### config.mk
export PLATFORM = sky130hd
export DESIGN_NAME = zx_mem_pager
export DESIGN_NICKNAME = d
export VERILOG_FILES = /design/src/rtl/zx_pkg.sv /design/src/rtl/zx_port_latch.sv /design/src/rtl/zx_mem_pager.sv
export SDC_FILE = /design/constraint.sdc
export NUM_CORES = 1
export LEC_CHECK = 0
export CAP_MARGIN = 20
export CORE_ASPECT_RATIO = 1.75
export CORE_UTILIZATION = 30
export CTS_CLUSTER_SIZE = 20
export DETAILED_ROUTE_END_ITERATION = 8
export PLACE_DENSITY_LB_ADDON = 0.1
export SYNTH_ARGS = -nofsm -noshare
export SYNTH_HDL_FRONTEND = slang
export SYNTH_SLANG_ARGS = --single-unit
### constraint.sdc
create_clock -name clk_sys -period 3.1 [get_ports clk_sys]
set_input_delay 0.62 -clock clk_sys [delete_from_list [all_inputs] [get_ports clk_sys]]
set_output_delay 0.62 -clock clk_sys [all_outputs]
set_load 0.02 [all_outputs]
### src/rtl/zx_pkg.sv
// ---------------------------------------------------------------------------
// zx_pkg
//   Shared definitions for the Spectrum memory pager:
//   - I/O port addresses of the paging registers (7FFD, 1FFD)
//   - 16K page geometry
//   - CPU slot enum (one 16K window per A[15:14] value)
//   - port-latch FSM state enum
//   - helpers that decode a committed 7FFD value into a RAM page index,
//     and the +3 all-RAM ("special") page table
// ---------------------------------------------------------------------------
package zx_pkg;

  localparam logic [15:0] PORT_7FFD  = 16'h7FFD;
  localparam logic [15:0] PORT_1FFD  = 16'h1FFD;

  localparam int unsigned PAGE_SIZE  = 16384;
  localparam int unsigned PAGE_OFF_W = 14;     // log2(PAGE_SIZE)

  // One CPU slot per A[15:14].
  typedef enum logic [1:0] {
    SLOT_0000 = 2'd0,
    SLOT_4000 = 2'd1,
    SLOT_8000 = 2'd2,
    SLOT_C000 = 2'd3
  } slot_e;

  typedef enum logic {
    LATCH_IDLE = 1'b0,
    LATCH_CAPT = 1'b1
  } latch_state_e;

  // Full 5-bit page index carried by a 7FFD value: D[7] and D[6] extend the
  // classic D[2:0]; the top keeps only as many bits as it is configured for.
  function automatic logic [4:0] page_from_7ffd(input logic [7:0] v);
    return {v[7], v[6], v[2:0]};
  endfunction

  // +3 special (all-RAM) configurations:
  //   cfg 0: {0,1,2,3}  cfg 1: {4,5,6,7}  cfg 2: {4,5,6,3}  cfg 3: {4,7,6,3}
  // listed from slot 0000 to slot C000.
  function automatic logic [2:0] special_page(input logic [1:0] cfg,
                                              input logic [1:0] slot);
    logic [11:0] row;   // {C000, 8000, 4000, 0000}
    row = '0;
    case (cfg)
      2'd0:    row = {3'd3, 3'd2, 3'd1, 3'd0};
      2'd1:    row = {3'd7, 3'd6, 3'd5, 3'd4};
      2'd2:    row = {3'd3, 3'd6, 3'd5, 3'd4};
      default: row = {3'd3, 3'd6, 3'd7, 3'd4};
    endcase
    return row[slot*3 +: 3];
  endfunction

endpackage

### src/rtl/zx_port_latch.sv
// ---------------------------------------------------------------------------
// zx_port_latch
//   Capture/commit FSM for one paging I/O port. The value on the data bus is
//   captured on the first clock of a selected, unlocked I/O write and only
//   committed once the write strobe goes away, so a long write cycle commits
//   exactly once and the new mapping never appears mid-cycle.
//
// Parameters
//   W       register width
// Ports
//   clk     in   1   system clock
//   rst_n   in   1   asynchronous active-low reset (drops any pending capture)
//   io_we   in   1   qualified I/O write strobe
//   sel     in   1   this port is addressed
//   locked  in   1   paging lock; blocks new captures
//   d       in   W   CPU write data
//   value   out  W   committed register value
// ---------------------------------------------------------------------------
module zx_port_latch
  import zx_pkg::*;
#(
  parameter int unsigned W = 8
) (
  input  logic         clk,
  input  logic         rst_n,
  input  logic         io_we,
  input  logic         sel,
  input  logic         locked,
  input  logic [W-1:0] d,
  output logic [W-1:0] value
);

  latch_state_e state_q, state_d;
  logic [W-1:0] cap_q,   cap_d;
  logic [W-1:0] value_q, value_d;

  always_comb begin
    // NOTE: every signal written here gets a default first, so no path
    // leaves it unassigned and no latch is inferred.
    state_d = state_q;
    cap_d   = cap_q;
    value_d = value_q;
    case (state_q)
      LATCH_IDLE: begin
        if (io_we && sel && !locked) begin
          state_d = LATCH_CAPT;
          cap_d   = d;
        end
      end
      LATCH_CAPT: begin
        if (!io_we) begin
          state_d = LATCH_IDLE;
          value_d = cap_q;
        end
      end
      default: state_d = LATCH_IDLE;
    endcase
  end

  // NOTE: sequential state uses non-blocking assignments so every flop
  // samples the pre-edge values regardless of statement order.
  always_ff @(posedge clk or negedge rst_n) begin
    if (!rst_n) begin
      state_q <= LATCH_IDLE;
      cap_q   <= '0;
      value_q <= '0;
    end else begin
      state_q <= state_d;
      cap_q   <= cap_d;
      value_q <= value_d;
    end
  end

  assign value = value_q;

endmodule

### src/rtl/zx_mem_pager.sv
// ---------------------------------------------------------------------------
// zx_mem_pager
//   Spectrum 128K..512K memory mapper. Decodes paging port writes, holds the
//   paging state and maps every Z80 memory access onto a flat SDRAM address,
//   with ROM write protection and a screen-RAM mirror strobe for vram.
//
// Configuration macro
//   PAGER_PLUS3_EN  decode 1FFD (ROM high bit, +3 all-RAM special modes) and
//                   narrow the 7FFD decode to A[15:14]==01.
//
// Parameters
//   RAM_PAGE_BITS  RAM page index width (3..5): 128K / 256K / 512K
//   ADDR_W         SDRAM byte address width
//   RAM_BASE       SDRAM address of RAM page 0
//   ROM_BASE       SDRAM address of ROM bank 0
// Ports
//   clk_sys      in   system clock
//   nRESET       in   asynchronous active-low reset
//   A, D         in   CPU address / write data
//   nMREQ..nM1   in   Z80 strobes, active low
//   mem_addr     out  flat SDRAM address of the current access
//   mem_rom      out  current slot maps ROM
//   mem_we_ok    out  memory write permitted
//   vram_we      out  write hits screen area of page 5 or 7
//   vram_addr    out  {page==7, A[12:0]}
//   shadow_scr   out  video screen select (7FFD bit 3)
//   ram_page     out  page mapped at C000
//   rom_bank     out  ROM bank at 0000
//   page_locked  out  7FFD bit 5; paging writes ignored until reset
// ---------------------------------------------------------------------------
module zx_mem_pager
  import zx_pkg::*;
#(
  parameter int unsigned     RAM_PAGE_BITS = 3,
  parameter int unsigned     ADDR_W        = 25,
  parameter logic [ADDR_W-1:0] RAM_BASE    = '0,
  parameter logic [ADDR_W-1:0] ROM_BASE    = '0
) (
  input  logic                     clk_sys,
  input  logic                     nRESET,
  input  logic [15:0]              A,
  input  logic [7:0]               D,
  input  logic                     nMREQ,
  input  logic                     nIORQ,
  input  logic                     nRD,
  input  logic                     nWR,
  input  logic                     nM1,
  output logic [ADDR_W-1:0]        mem_addr,
  output logic                     mem_rom,
  output logic                     mem_we_ok,
  output logic                     vram_we,
  output logic [13:0]              vram_addr,
  output logic                     shadow_scr,
  output logic [RAM_PAGE_BITS-1:0] ram_page,
  output logic [1:0]               rom_bank,
  output logic                     page_locked
);

  // ---------------- port decode ----------------
  logic       io_we;
  logic       sel_7ffd;
  logic [7:0] reg_7ffd;
  logic [2:0] reg_1ffd;   // [0] special, [2:1] config / ROM high bit

  // Interrupt acknowledge also asserts nIORQ, but with nM1 low; exclude it.
  assign io_we = !nIORQ && !nWR && nRD && nM1;

`ifdef PAGER_PLUS3_EN
  logic sel_1ffd;
  assign sel_7ffd = (A[15:14] == 2'b01) && !A[1];
  assign sel_1ffd = (A[15:12] == 4'b0001) && !A[1];

  zx_port_latch #(.W(3)) u_latch_1ffd (
    .clk    (clk_sys),
    .rst_n  (nRESET),
    .io_we  (io_we),
    .sel    (sel_1ffd),
    .locked (page_locked),
    .d      (D[2:0]),
    .value  (reg_1ffd)
  );
`else
  assign sel_7ffd = !A[15] && !A[1];
  assign reg_1ffd = 3'b000;
`endif

  zx_port_latch #(.W(8)) u_latch_7ffd (
    .clk    (clk_sys),
    .rst_n  (nRESET),
    .io_we  (io_we),
    .sel    (sel_7ffd),
    .locked (page_locked),
    .d      (D),
    .value  (reg_7ffd)
  );

  // ---------------- paging fields ----------------
  logic special_mode;

  assign ram_page     = RAM_PAGE_BITS'(page_from_7ffd(reg_7ffd));
  assign shadow_scr   = reg_7ffd[3];
  assign page_locked  = reg_7ffd[5];
  assign rom_bank     = {reg_1ffd[2], reg_7ffd[4]};
  assign special_mode = reg_1ffd[0];

  // ---------------- address mapping ----------------
  slot_e             slot;
  logic [4:0]        page_idx;
  logic              is_rom;
  logic [ADDR_W-1:0] base;

  always_comb begin
    slot     = slot_e'(A[15:14]);
    is_rom   = 1'b0;
    page_idx = '0;
    if (special_mode) begin
      page_idx = {2'b00, special_page(reg_1ffd[2:1], A[15:14])};
    end else begin
      case (slot)
        SLOT_0000: begin
          is_rom   = 1'b1;
          page_idx = {3'b000, rom_bank};
        end
        SLOT_4000: page_idx = 5'd5;
        SLOT_8000: page_idx = 5'd2;
        default:   page_idx = 5'(ram_page);
      endcase
    end
  end

  assign base      = is_rom ? ROM_BASE : RAM_BASE;
  assign mem_addr  = base + ADDR_W'({page_idx, A[PAGE_OFF_W-1:0]});
  assign mem_rom   = is_rom;
  assign mem_we_ok = !nMREQ && !nWR && !is_rom;

  // Screen area is the low 8K of pages 5 and 7.
  assign vram_we   = !nMREQ && !nWR && nRD && !is_rom &&
                     (page_idx == 5'd5 || page_idx == 5'd7) && !A[13];
  assign vram_addr = {page_idx == 5'd7, A[12:0]};

endmodule

==> results.md <==
- Status: complete, no violations
- Initial antenna violation count: 0
- Final Max Tran Viols: 0
- Die area: about 3200 um^2
- Non-Filler Instances: 118
- CP delay by family, top: buffers and inverters
- Hold Path Class: flop to flop
- CP peak stage delay: around 0.60 ns
- Ys Warns: 0
- Setup TNS: 0 ns
- Hold Vio Cnt, Final: 0
- Final critical-path share of the clock period: 91.1%
- Worst Reg2Reg Path Length in Cells: 3
- Total Wirelength: 1.58 mm
- Placed Cells: 114
- RR Startpoint: u_latch_7ffd.value[5]
- VDD IR-drop max: 0.206 mV
- PwrDens: about 470 nW/um^2
- DRC violations left: 0
- CTS Buffer Depth: 2
- CTS tree: built
- 1st-iter DRT viols: 2
- Clk_skew: roughly 0.0009 ns
- Area delta synth->final: 19.5%
- Total GRT Usage: a little over a tenth
- CP max stage cell: clkdlybuf4s50_1
- CTS Buf Count: 3
- # IOs: 80
- Hold path cells: 1
- Post-synthesis cell count: a little over 80
- F_max: 0.354 GHz
- Min Clock Period, post-route: ~2.8 ns
- Routed vias: around 540
- RSZ-0062 raised after global routing: false
- Power, Total: between 400 and 500 uW
- CP cell instances: clkdlybuf4s50_1 > inv_1 > a21oi_1 > and3b_1 > clkdlybuf4s50_1
- Distinct cell type count of the synthesized netlist: 18
- Routability cong.: 0.639
- Max_slew headroom: a little under 60%
- Number of cells on the critical path: 5
- CP bufs+invs: 3
- CP arrival: roughly 2.2 ns
- Placeable Area: between 2000 and 3000 um^2
- Yosys reg bits: 13
- H-tree Lvls: 1
- Most frequent CP cell: clkdlybuf4s50_1
- Sequential area share after synthesis: between 30% and 40%
- Drt via density: ~4.6
- Layout Nets: about 120
- Number of global-route vias before repair: 533
- Syn avg cell area: 10.9 um^2
- Die extent in x: between 40 and 50 um
- Critical Path Sink Type: primary output
- Initial Util: 32.1%
- Reg-to-Reg End: u_latch_7ffd.cap_q[4]
- WHS: 0.498 ns
- Clk_lat worst skew: ~0.24 ns
- Post-CTS setup buffer count: 0
- Die height: around 74 um
- Startpoint Class: input pin
- Row count: 25
- Peak fanout along the critical path: 4
- Hold path start: u_latch_7ffd.cap_q[2]
- Worst EP required: ~2.5 ns
- Worst-path clk slew: about 0.05 ns
- Largest net degree at the start of global routing: 14
- DRT antenna net count: 0
- Cell Area, Synth: just under 900 um^2
- Max-Cap Viols: 0
- Antenna fix cells: 0
- First-pass GRT wire length: about 2.4 mm
- WL/cell: between 10 and 15 um
- Router iterations before antenna repair: 2
- Hold EP: u_latch_7ffd.cap_q[2]
- Setup CP Type: input pin to primary output
- IO buf count: 32
- Leakage power: just under 0.5 nW
- Proportion of layout cells with a drive suffix above 1: roughly 24%
- FF-to-FF setup slack: 1.85 ns
- Tightest Pin Transition: 0.605 ns
- # setup viols final: 0
- CTS root buf: clkbuf_8
- Gr ovfl total: 0
- Clock Sinks: 13
==> metrics by stage <==
step	area (um^2)	setup WS (ns)	util, %
3_3_place_gp	1010	0.0475	36.6
2_1_floorplan	913	0.755	-
3_5_place_dp	1010	0.0432	36.6
5_1_grt	1060	0.196	38.4
6_report	1060	0.277	38.4
4_1_cts	1050	0.0216	38.3
==> cells in the mapped netlist, drive strengths merged <==
cell | n | area share (%)
conb | 1 | 0.42
dfrtp | 13 | 37
nand2b | 2 | 2.3
buf | 37 | 32
mux2 | 12 | 15
inv | 2 | 0.85
nor4 | 2 | 3.1
nor4bb | 1 | 1.1
nand2 | 1 | 0.71
a21oi | 2 | 1.1
and3b | 1 | 0.99
and4bb | 1 | 1.8
nor2 | 3 | 1.3
o21a | 2 | 1.7
nor3 | 1 | 0.57
==> timing repair <==
action                                  in CTS  in global routing
resized for setup                            0                  1
hold endpoints to repair                     0                  0
endpoints found under the setup margin       0                  1
hold buffers                                 0                  0
==> power breakdown <==
group / internal, mW / total [mW] / switching (mW) / leakage [nW]
Clock: 0.0907 / 0.148 / 0.0577 / 0.0228
Combinational: 0.0755 / 0.136 / 0.0610 / 0.293
Sequential: 0.196 / 0.212 / 0.0156 / 0.172
==> layout by cell type, fill, tap and decap left out <==
cell type and n:
clkdlybuf4s50_1 31, dfrtp_1 13, mux2_2 12, conb_1 9
nor2_1 3, clkbuf_8 3, buf_4 3, inv_1 2
a21oi_1 2, o21a_1 2, and3b_1 1, nand2b_1 1
nor4_1 1, nor4bb_1 1, nor4_4 1, and4bb_4 1
nor3_1 1, nand2_2 1, nand2b_4 1, clkbuf_1 1
dlymetal6s2s_1 1
==> worst max-delay path by stage <==
stage / endpoint / start / slack [ns]
after floorplan: vram_we / A[15] / 0.76
after global placement: vram_we / A[15] / 0.05
after detailed placement: vram_we / A[15] / 0.04
after CTS: vram_we / A[15] / 0.02
after global routing: vram_addr[13] / A[15] / 0.20
final: vram_addr[13] / A[15] / 0.28
==> flip-flops by register name, indices dropped and copies added (netlist names) <==
| signal | flops |
|---|---|
| u_latch_7ffd.state_q | 1 |
| u_latch_7ffd.cap_q | 6 |
| u_latch_7ffd.value | 6 |
==> metal layers <==
| metal | part of all wire (%) | routed length (um) | GRT usage (%) | vias up |
|---|---|---|---|---|
| met5 | 0 | 0 | 0 | - |
| met1 | 37 | 587 | 10.7 | 252 |
| met2 | 48 | 750 | 17.3 | 36 |
| li1 | - | - | - | 240 |
| met4 | 5.5 | 87 | 10.1 | 0 |
| met3 | 9.6 | 152 | 2.46 | 13 |
==> cell type report <==
class                           instances  area (um^2)
Clock buffer                            4         45.0
Fill cell                             286         1700
Inverter                                2         7.51
Multi-Input combinational cell         37          299
Sequential cell                        13          325
Tap cell                               27         33.8
Timing Repair Buffer                   35          345
==> cells by family (layout without fill, tap and decap cells) <==
kind of cell,count (synthesis),after routing,share of synthesized area (%)
buffers and inverters,39,41,32.7
flip-flops,13,13,36.8
multiplexers,12,12,15.3
AND/OR/NAND/NOR,12,12,11.9
AO/OA/AOI/OAI,4,4,2.83
other,1,9,0.425
No activity file was read; power rests on OpenSTA's default activity.
